==> src/rtl/mp64_trng_if.sv <==
// MP64 peripheral bus bundle for the TRNG: single-cycle request, registered response.
interface mp64_trng_if;
  logic        req;
  logic [4:0]  addr;
  logic [63:0] wdata;
  logic        wen;
  logic [63:0] rdata;
  logic        ack;

  modport master (output req, addr, wdata, wen, input rdata, ack);
  modport slave  (input req, addr, wdata, wen, output rdata, ack);
endinterface

==> src/rtl/mp64_trng.sv <==
// MP64 true-random-number generator: two-LFSR raw bit stream folded into a
// four-word pool, read out through a nonlinear mix with backtracking feedback.
module mp64_trng #(
    parameter logic [30:0] LFSR_A_INIT = 31'h5A5A1234,
    parameter logic [28:0] LFSR_B_INIT = 29'h0C0FFEE1,
    parameter int          RCT_LIMIT   = 48
) (
    input  logic        clk,
    input  logic        rst_n,
    mp64_trng_if.slave  bus
);
    // Handshake: every cycle req is high at a rising edge is one transaction;
    // ack and rdata are registered at that same edge, there is no backpressure.
    localparam logic [4:0]  ADDR_RAND8  = 5'h00;
    localparam logic [4:0]  ADDR_RAND64 = 5'h08;
    localparam logic [4:0]  ADDR_STATUS = 5'h10;
    localparam logic [4:0]  ADDR_SEED   = 5'h18;
    localparam logic [63:0] GOLDEN      = 64'h9E3779B97F4A7C15;
    localparam logic [63:0] ZERO_SUB    = 64'hA5A5A5A5A5A5A5A5;
    localparam logic [30:0] MASK_A      = 31'h48000000;
    localparam logic [28:0] MASK_B      = 29'h14000000;
    localparam logic [7:0]  RCT         = 8'(RCT_LIMIT);

    logic [30:0] lfsr_a;
    logic [28:0] lfsr_b;
    logic [63:0] raw;
    logic [5:0]  raw_count;
    logic [1:0]  pool_idx;
    logic        pool_ready;
    logic        health_fail;
    logic [7:0]  run_len;
    logic [63:0] out_ctr;
    logic [63:0] pool     [4];
    logic [63:0] pool_nxt [4];

    logic        raw_bit;
    logic        raw_valid;
    logic [63:0] raw_nxt;
    logic        rd_fire;
    logic        seed_fire;
    logic [63:0] mix_pre;
    logic [63:0] mix_s1;
    logic [63:0] mix_s2;
    logic [63:0] mix;
    logic [63:0] mix_fb;

    assign raw_bit   = lfsr_a[0] ^ lfsr_b[0] ^ lfsr_a[17] ^ lfsr_b[11];
    assign raw_nxt   = {raw[62:0], raw_bit};
    assign raw_valid = (raw_count == 6'd63);

    assign rd_fire   = bus.req & ~bus.wen & ((bus.addr == ADDR_RAND8) | (bus.addr == ADDR_RAND64));
    assign seed_fire = bus.req & bus.wen & (bus.addr == ADDR_SEED);

    always_comb begin
        mix_pre = pool[0]
                ^ {pool[1][50:0], pool[1][63:51]}
                ^ {pool[2][34:0], pool[2][63:35]}
                ^ {pool[3][22:0], pool[3][63:23]}
                ^ (out_ctr * GOLDEN);
        mix_s1  = mix_pre ^ (mix_pre >> 33);
        mix_s2  = mix_s1 ^ (mix_s1 << 21);
        mix     = (mix_s2 == 64'd0) ? ZERO_SUB : mix_s2;
        mix_fb  = {mix[56:0], mix[63:57]};
    end

    // Raw fold, read feedback and seed may hit the same word; XORs simply stack.
    always_comb begin
        for (int i = 0; i < 4; i++) begin
            pool_nxt[i] = pool[i];
            if (raw_valid && pool_idx == 2'(i))
                pool_nxt[i] = pool_nxt[i] ^ raw_nxt;
            if (rd_fire && out_ctr[1:0] == 2'(i))
                pool_nxt[i] = pool_nxt[i] ^ mix_fb;
            if (seed_fire && pool_idx == 2'(i))
                pool_nxt[i] = pool_nxt[i] ^ bus.wdata;
        end
    end

    always_ff @(posedge clk or negedge rst_n) begin
        if (!rst_n) begin
            lfsr_a      <= LFSR_A_INIT;
            lfsr_b      <= LFSR_B_INIT;
            raw         <= '0;
            raw_count   <= '0;
            pool_idx    <= '0;
            pool_ready  <= 1'b0;
            health_fail <= 1'b0;
            run_len     <= '0;
            out_ctr     <= '0;
            for (int i = 0; i < 4; i++) pool[i] <= '0;
        end else begin
            lfsr_a    <= (lfsr_a >> 1) ^ (lfsr_a[0] ? MASK_A : 31'd0);
            lfsr_b    <= (lfsr_b >> 1) ^ (lfsr_b[0] ? MASK_B : 29'd0);
            raw       <= raw_nxt;
            raw_count <= raw_count + 6'd1;
            for (int i = 0; i < 4; i++) pool[i] <= pool_nxt[i];
            if (raw_valid) begin
                pool_idx <= pool_idx + 2'd1;
                if (pool_idx == 2'd3) pool_ready <= 1'b1;
            end
            // run_len counts the bits of the current run already in raw[0].
            if (raw_bit == raw[0]) begin
                if (run_len != 8'hFF) run_len <= run_len + 8'd1;
                if (run_len + 8'd1 >= RCT) health_fail <= 1'b1;
            end else begin
                run_len <= 8'd1;
            end
            if (rd_fire || seed_fire) out_ctr <= out_ctr + 64'd1;
        end
    end

    always_ff @(posedge clk or negedge rst_n) begin
        if (!rst_n) begin
            bus.ack   <= 1'b0;
            bus.rdata <= '0;
        end else begin
            bus.ack <= bus.req;
            if (bus.req && !bus.wen) begin
                case (bus.addr)
                    ADDR_RAND8:  bus.rdata <= {56'd0, mix[7:0]};
                    ADDR_RAND64: bus.rdata <= mix;
                    ADDR_STATUS: bus.rdata <= {62'd0, health_fail, pool_ready & ~health_fail};
                    default:     bus.rdata <= '0;
                endcase
            end
        end
    end
endmodule

==> src/flat_wrapper.sv <==
// flat-port wrapper written by rule: the top's interface ports become plain ports
module mp64_trng_flat 
#(
    parameter logic [30:0] LFSR_A_INIT = 31'h5A5A1234,
    parameter logic [28:0] LFSR_B_INIT = 29'h0C0FFEE1,
    parameter int          RCT_LIMIT   = 48
)
  (clk, rst_n, bus_req, bus_addr, bus_wdata, bus_wen, bus_rdata, bus_ack);
  mp64_trng_if bus_i ();
  input  logic clk;
  input  logic rst_n;
  input wire logic [$bits(bus_i.req)-1:0] bus_req;
  input wire logic [$bits(bus_i.addr)-1:0] bus_addr;
  input wire logic [$bits(bus_i.wdata)-1:0] bus_wdata;
  input wire logic [$bits(bus_i.wen)-1:0] bus_wen;
  output wire logic [$bits(bus_i.rdata)-1:0] bus_rdata;
  output wire logic [$bits(bus_i.ack)-1:0] bus_ack;
  assign bus_i.req = bus_req;
  assign bus_i.addr = bus_addr;
  assign bus_i.wdata = bus_wdata;
  assign bus_i.wen = bus_wen;
  assign bus_rdata = bus_i.rdata;
  assign bus_ack = bus_i.ack;
  mp64_trng #(.LFSR_A_INIT(LFSR_A_INIT), .LFSR_B_INIT(LFSR_B_INIT), .RCT_LIMIT(RCT_LIMIT)) u_core (.clk(clk), .rst_n(rst_n), .bus(bus_i));
endmodule
==> config.mk <==
export PLATFORM = sky130hd
export DESIGN_NAME = mp64_trng_flat
export DESIGN_NICKNAME = d
export VERILOG_FILES = /design/src/rtl/mp64_trng_if.sv /design/src/rtl/mp64_trng.sv /design/src/flat_wrapper.sv
export SDC_FILE = /design/constraint.sdc
export NUM_CORES = 2
export LEC_CHECK = 0
export CORE_ASPECT_RATIO = 2
export CORE_MARGIN = 5
export CORE_UTILIZATION = 55
export CTS_BUF_LIST = sky130_fd_sc_hd__clkbuf_8
export CTS_CLUSTER_DIAMETER = 30
export DETAILED_ROUTE_END_ITERATION = 10
export GPL_ROUTABILITY_DRIVEN = 0
export GPL_TIMING_DRIVEN = 0
export MAX_ROUTING_LAYER = met4
export PLACE_DENSITY = 0.73
export SKIP_CTS_REPAIR_TIMING = 1
export SYNTH_ARGS = -nofsm -noshare
export SYNTH_HDL_FRONTEND = slang
export SYNTH_SLANG_ARGS = --single-unit
==> constraint.sdc <==
create_clock -name clk -period 22.3 [get_ports clk]
set_clock_uncertainty 0.05 [all_clocks]
set_input_delay 3.345 -clock clk [delete_from_list [all_inputs] [get_ports clk]]
set_output_delay 3.345 -clock clk [all_outputs]
set_load 0.01 [all_outputs]
==> flow_metrics.py, run 1 <==
metrics = {
    "place": {
        "place_ws_ns": 7.785,
        "dpl_cell_area_sq_um": 65790,
        "hpwl_um": 216000,
        "portBuffers": 137,
    },
    "synthesis": {
        "async_reset_ff_share_pct": 100.0,
        "synth_area_sq_um": 62350,
        "yosys.area.top_type": "fa_1",
        "syn-num-nets": 7829,
        "synthTopCellsByArea": "fa_1 (28%), dfrtp_1 (20%), xnor2_1 (16%), ha_1 (12%), inv_1 (7.9%)",
        "postSynthAreaPerCell_sq_um": 9.875,
        "syn-instance-count": 6314,
        "netlist_top_cells_count": "inv_1 (1315), xnor2_1 (1164), fa_1 (864), nand2_1 (778), ha_1 (578)",
        "ys_ff_latch": 526,
        "synth.most_common_cell": "inv_1",
        "synthFlopType": "dfrtp_1",
        "ys_types": 82,
        "synth_top_area_share_pct": 27.74,
        "ys_warn_count": 0,
        "ys_seq_area_share_pct": 21.17,
        "synth-edff-count": 0,
    },
    "floorplanning": {
        "row_count": 174,
        "io-pin-count": 138,
        "fp.dieH_um": 486.2,
        "die_w_um": 248.1,
        "start_util_pct": 55.40,
    },
    "global_route": {
        "grt_pass1_wl_um": 458000,
        "grt_pass1_vias": 58123,
        "grt-ovfl-total": 241,
        "grt_max_degree": 119,
        "grt.total_usage_pct": 54.30,
    },
    "status": {
        "status": "stopped before the end",
        "lastStage": "5_1_grt",
        "first-error": "[ERROR GRT-0116] Global routing finished with congestion. Check the congestion regions in the DRC Viewer.",
    },
    "clock_network": {
        "cts_made_buffers": 87,
        "cts_sinks": 526,
        "clockRootBuffer": "clkbuf_8",
        "clock_path_buffers": 3,
        "h-tree-depth": 3,
    },
}
-- cell families after synthesis --
family / share of synthesized area [%]
AOI/OAI and AO/OA: 4.489
adders and majority gates: 39.34
DFF: 21.17
muxes: 0.1465
xor gates and xnor gates: 18.39
buffers and inverters: 8.852
and+or+nand+nor: 7.615
-- layer usage --
layer | global-route usage, % | overflow
met1 | 50.83 | 0
met4 | 53.91 | 95
met3 | 34.12 | 0
met2 | 72.87 | 146
met5 | - | -
-- metrics by stage --
stage / std cells / util [%] / setup TNS (ns)
2_1_floorplan: 6314 / - / 0
3_3_place_gp: 7947 / 58.28 / -2970.60
3_5_place_dp: 7953 / 58.45 / 0
4_1_cts: 8115 / 60.33 / 0
==> inputs of run 2 (changes only) <==
==> config.mk (replaced) <==
export PLATFORM = sky130hd
export DESIGN_NAME = mp64_trng_flat
export DESIGN_NICKNAME = d
export VERILOG_FILES = /design/src/rtl/mp64_trng_if.sv /design/src/rtl/mp64_trng.sv /design/src/flat_wrapper.sv
export SDC_FILE = /design/constraint.sdc
export NUM_CORES = 2
export LEC_CHECK = 0
export CORE_MARGIN = 5
export CORE_UTILIZATION = 40
export DETAILED_ROUTE_END_ITERATION = 10
export GPL_ROUTABILITY_DRIVEN = 0
export GPL_TIMING_DRIVEN = 0
export PLACE_DENSITY_LB_ADDON = 0.15
export SKIP_CTS_REPAIR_TIMING = 1
export SYNTH_ARGS = -nofsm -noshare
export SYNTH_HDL_FRONTEND = slang
export SYNTH_SLANG_ARGS = --single-unit
==> run 2 against run 1 <==
- synthesized cell count stayed put
- the flow now finishes, with violations (capacitance limit, slew limit)
- synthesized area is the same
==> flow_metrics.py, run 2 <==
metrics = {
    "global_route": {
        "grt-ovfl-total": 0,
        "grt.total_usage_pct": 30.78,
        "met3_usage_pct": 5.681,
        "grt_pass1_wl_um": 355000,
        "grt_pass1_vias": 47740,
        "antenna_found_initial": 10,
        "grt_max_degree": 102,
        "gr-usage-met2_pct": 47.83,
        "top_usage_layer": "met2",
        "grt_use_met1_pct": 39.38,
    },
    "clock_network": {
        "cts_made_buffers": 69,
        "tritoncts": "yes",
        "h-tree-depth": 3,
        "clock_path_buffers": 3,
        "clockRootBuffer": "clkbuf_16",
        "cts_sinks": 526,
        "clkTransAtPathRegs_ns": 0.06,
        "clk_latency_ns": 0.70,
    },
    "setup_path": {
        "path_max_fanout": 14,
        "crit_required_ns": 22.77,
        "slowest_delay_ns": 1.24,
        "crit_arrival_ns": 15.76,
        "cp-end-kind": "register",
        "critPathMostFrequentCell": "fa_1",
        "critPathLaunchType": "register",
        "slowest_stage": "xnor2_1",
        "crit_type": "register to register",
    },
    "sta": {
        "finalHoldViolCount": 0,
        "fmax_ghz": 0.06540,
        "fin_crit_sh_pct": 68.57,
        "rsz0062_at_grt": "no",
        "tightest_slew_ns": 1.571,
        "min_period_ns": 15.29,
        "setup_viol": 0,
        "relSlewSlack_pct": -5.502,
        "drv_slew": 11,
    },
    "place": {
        "hpwl_um": 210200,
        "portBuffers": 137,
    },
    "synthesis": {
        "netlist_top_cells_count": "inv_1 (1315), xnor2_1 (1164), fa_1 (864), nand2_1 (778), ha_1 (578)",
        "synth-edff-count": 0,
        "ys_ff_latch": 526,
        "synthTopCellsByArea": "fa_1 (28%), dfrtp_1 (20%), xnor2_1 (16%), ha_1 (12%), inv_1 (7.9%)",
        "synth_top_area_share_pct": 27.74,
        "synthFlopType": "dfrtp_1",
        "synth.most_common_cell": "inv_1",
        "ys_warn_count": 0,
        "async_reset_ff_share_pct": 100.0,
        "ys_seq_area_share_pct": 21.17,
        "syn-num-nets": 7829,
        "ys_types": 82,
        "postSynthAreaPerCell_sq_um": 9.875,
        "syn-instance-count": 6314,
        "synth_area_sq_um": 62350,
        "yosys.area.top_type": "fa_1",
    },
    "floorplanning": {
        "coreArea_sq_um": 154600,
        "start_util_pct": 40.33,
        "die_w_um": 404.8,
        "fp.dieH_um": 404.8,
        "io-pin-count": 138,
        "row_count": 144,
        "die_area_sq_um": 163900,
    },
    "layout": {
        "final_cell_mix": "inv_1 (1315), xnor2_1 (1160), fa_1 (864), nand2_1 (778), ha_1 (578)",
        "layout.nets": 8045,
        "layout-drive-gt1-share_pct": 3.067,
        "largest_reg_flops": 256,
        "synthToLayoutAreaGrowth_pct": 10.55,
        "fill_cells": 15044,
        "regMostFlops": "u_core.pool",
        "final_common_cell": "inv_1",
        "fin_util_pct": 44.59,
        "top_regs": "u_core.pool: 256 flops, u_core.bus.rdata: 64 flops, u_core.out_ctr: 64 flops",
    },
    "drt": {
        "ant_nets": 0,
        "num_vias": 45311,
        "wl_um": 250100,
        "dr.pass1.iters": 6,
        "drt_iter0_drc": 4264,
        "wl_per_cell_um": 28.97,
        "route.detailed.drc": 0,
        "viasPerCell": 5.249,
    },
    "worst_hold_path": {
        "hold_class": "register to register",
    },
    "status": {
        "status": "finished, violations left",
        "violations": "capacitance limit, slew limit",
    },
    "run": {
        "max_cap_violations": 2,
    },
}
-- run 2: cell type report --
class / instances / area (sq um) / share of cell area (%)
Inverter: 1315 / 4936 / 7.161
Buffer: 143 / 583.1 / 0.8459
Tap cell: 2044 / 2557 / 3.710
Clock buffer: 99 / 1989 / 2.886
Timing Repair Buffer: 145 / 1556 / 2.258
Sequential cell: 526 / 13200 / 19.15
Clock inverter: 28 / 435.4 / 0.6317
Antenna cell: 2 / 5.005 / 0.007261
Multi-Input combinational cell: 4330 / 43670 / 63.35
-- run 2: worst max-delay path, delay by kind of cell, from the launching register on --
kind,cells,cell delay [ns]
fa+ha+maj,11,5.06
compound gates,8,3.09
buf+inv,8,2.18
xor+xnor,3,2.17
flops,1,1.16
simple gates,2,1.08
mux,1,0.26
-- run 2: per-layer routing --
layer  vias to the layer above  wire length (um)
met5                         -                13
met4                         2             21210
met3                       619             19070
met2                      2111            111300
met1                     23043             98530
li1                      19536                 -
-- run 2: cells by family (layout without fill, tap and decap cells) --
kind of cell,Yosys count,after routing,share of synthesized area (%)
AOI/OAI and AO/OA,462,462,4.489
xor gates and xnor gates,1301,1301,18.39
adders and majority gates,1442,1442,39.34
buffers and inverters,1458,1730,8.852
DFF,526,526,21.17
muxes,9,9,0.1465
other,0,2,0
and+or+nand+nor,1116,1116,7.615
-- run 2: metrics by stage --
stage	TNS [ns]	setup WS [ns]	cells	hold WS (ns)	instance area [sq um]
global route	0	6.949	8630	0.2805	68930
detailed placement	0	7.562	8502	0.2847	66490
finish	0	7.009	8632	0.2912	68930
floorplan	0	11.91	6314	0.2812	62350
CTS	0	7.452	8629	0.2698	68910
global placement	-3917.27	-8.084	8495	0.2826	66280
-- run 2: worst paths after layout --
| kind | start | slack, ns | end | cells after the start |
|---|---|---|---|---|
| worst min register to register | u_core.lfsr_a[15]$_DFF_PN0_ | 0.29 | u_core.lfsr_a[14]$_DFF_PN0_ | 0 |
| max in group asynchronous | rst_n | 18.07 | u_core.out_ctr[26]$_DFFE_PN0P_ | 3 |
| worst max-delay path | u_core.out_ctr[1]$_DFFE_PN0P_ | 7.01 | u_core.pool[47]$_DFF_PN0_ | 33 |
| worst max register to register | u_core.out_ctr[1]$_DFFE_PN0P_ | 7.01 | u_core.pool[47]$_DFF_PN0_ | 33 |
| min in group asynchronous | rst_n | 2.59 | u_core.raw[58]$_DFF_PN0_ | 1 |
| worst min-delay path | u_core.lfsr_a[15]$_DFF_PN0_ | 0.29 | u_core.lfsr_a[14]$_DFF_PN0_ | 0 |
Power of run 2 is not shown: default switching activity piles up to over one toggle a cycle in this logic, so the estimate is an artifact.
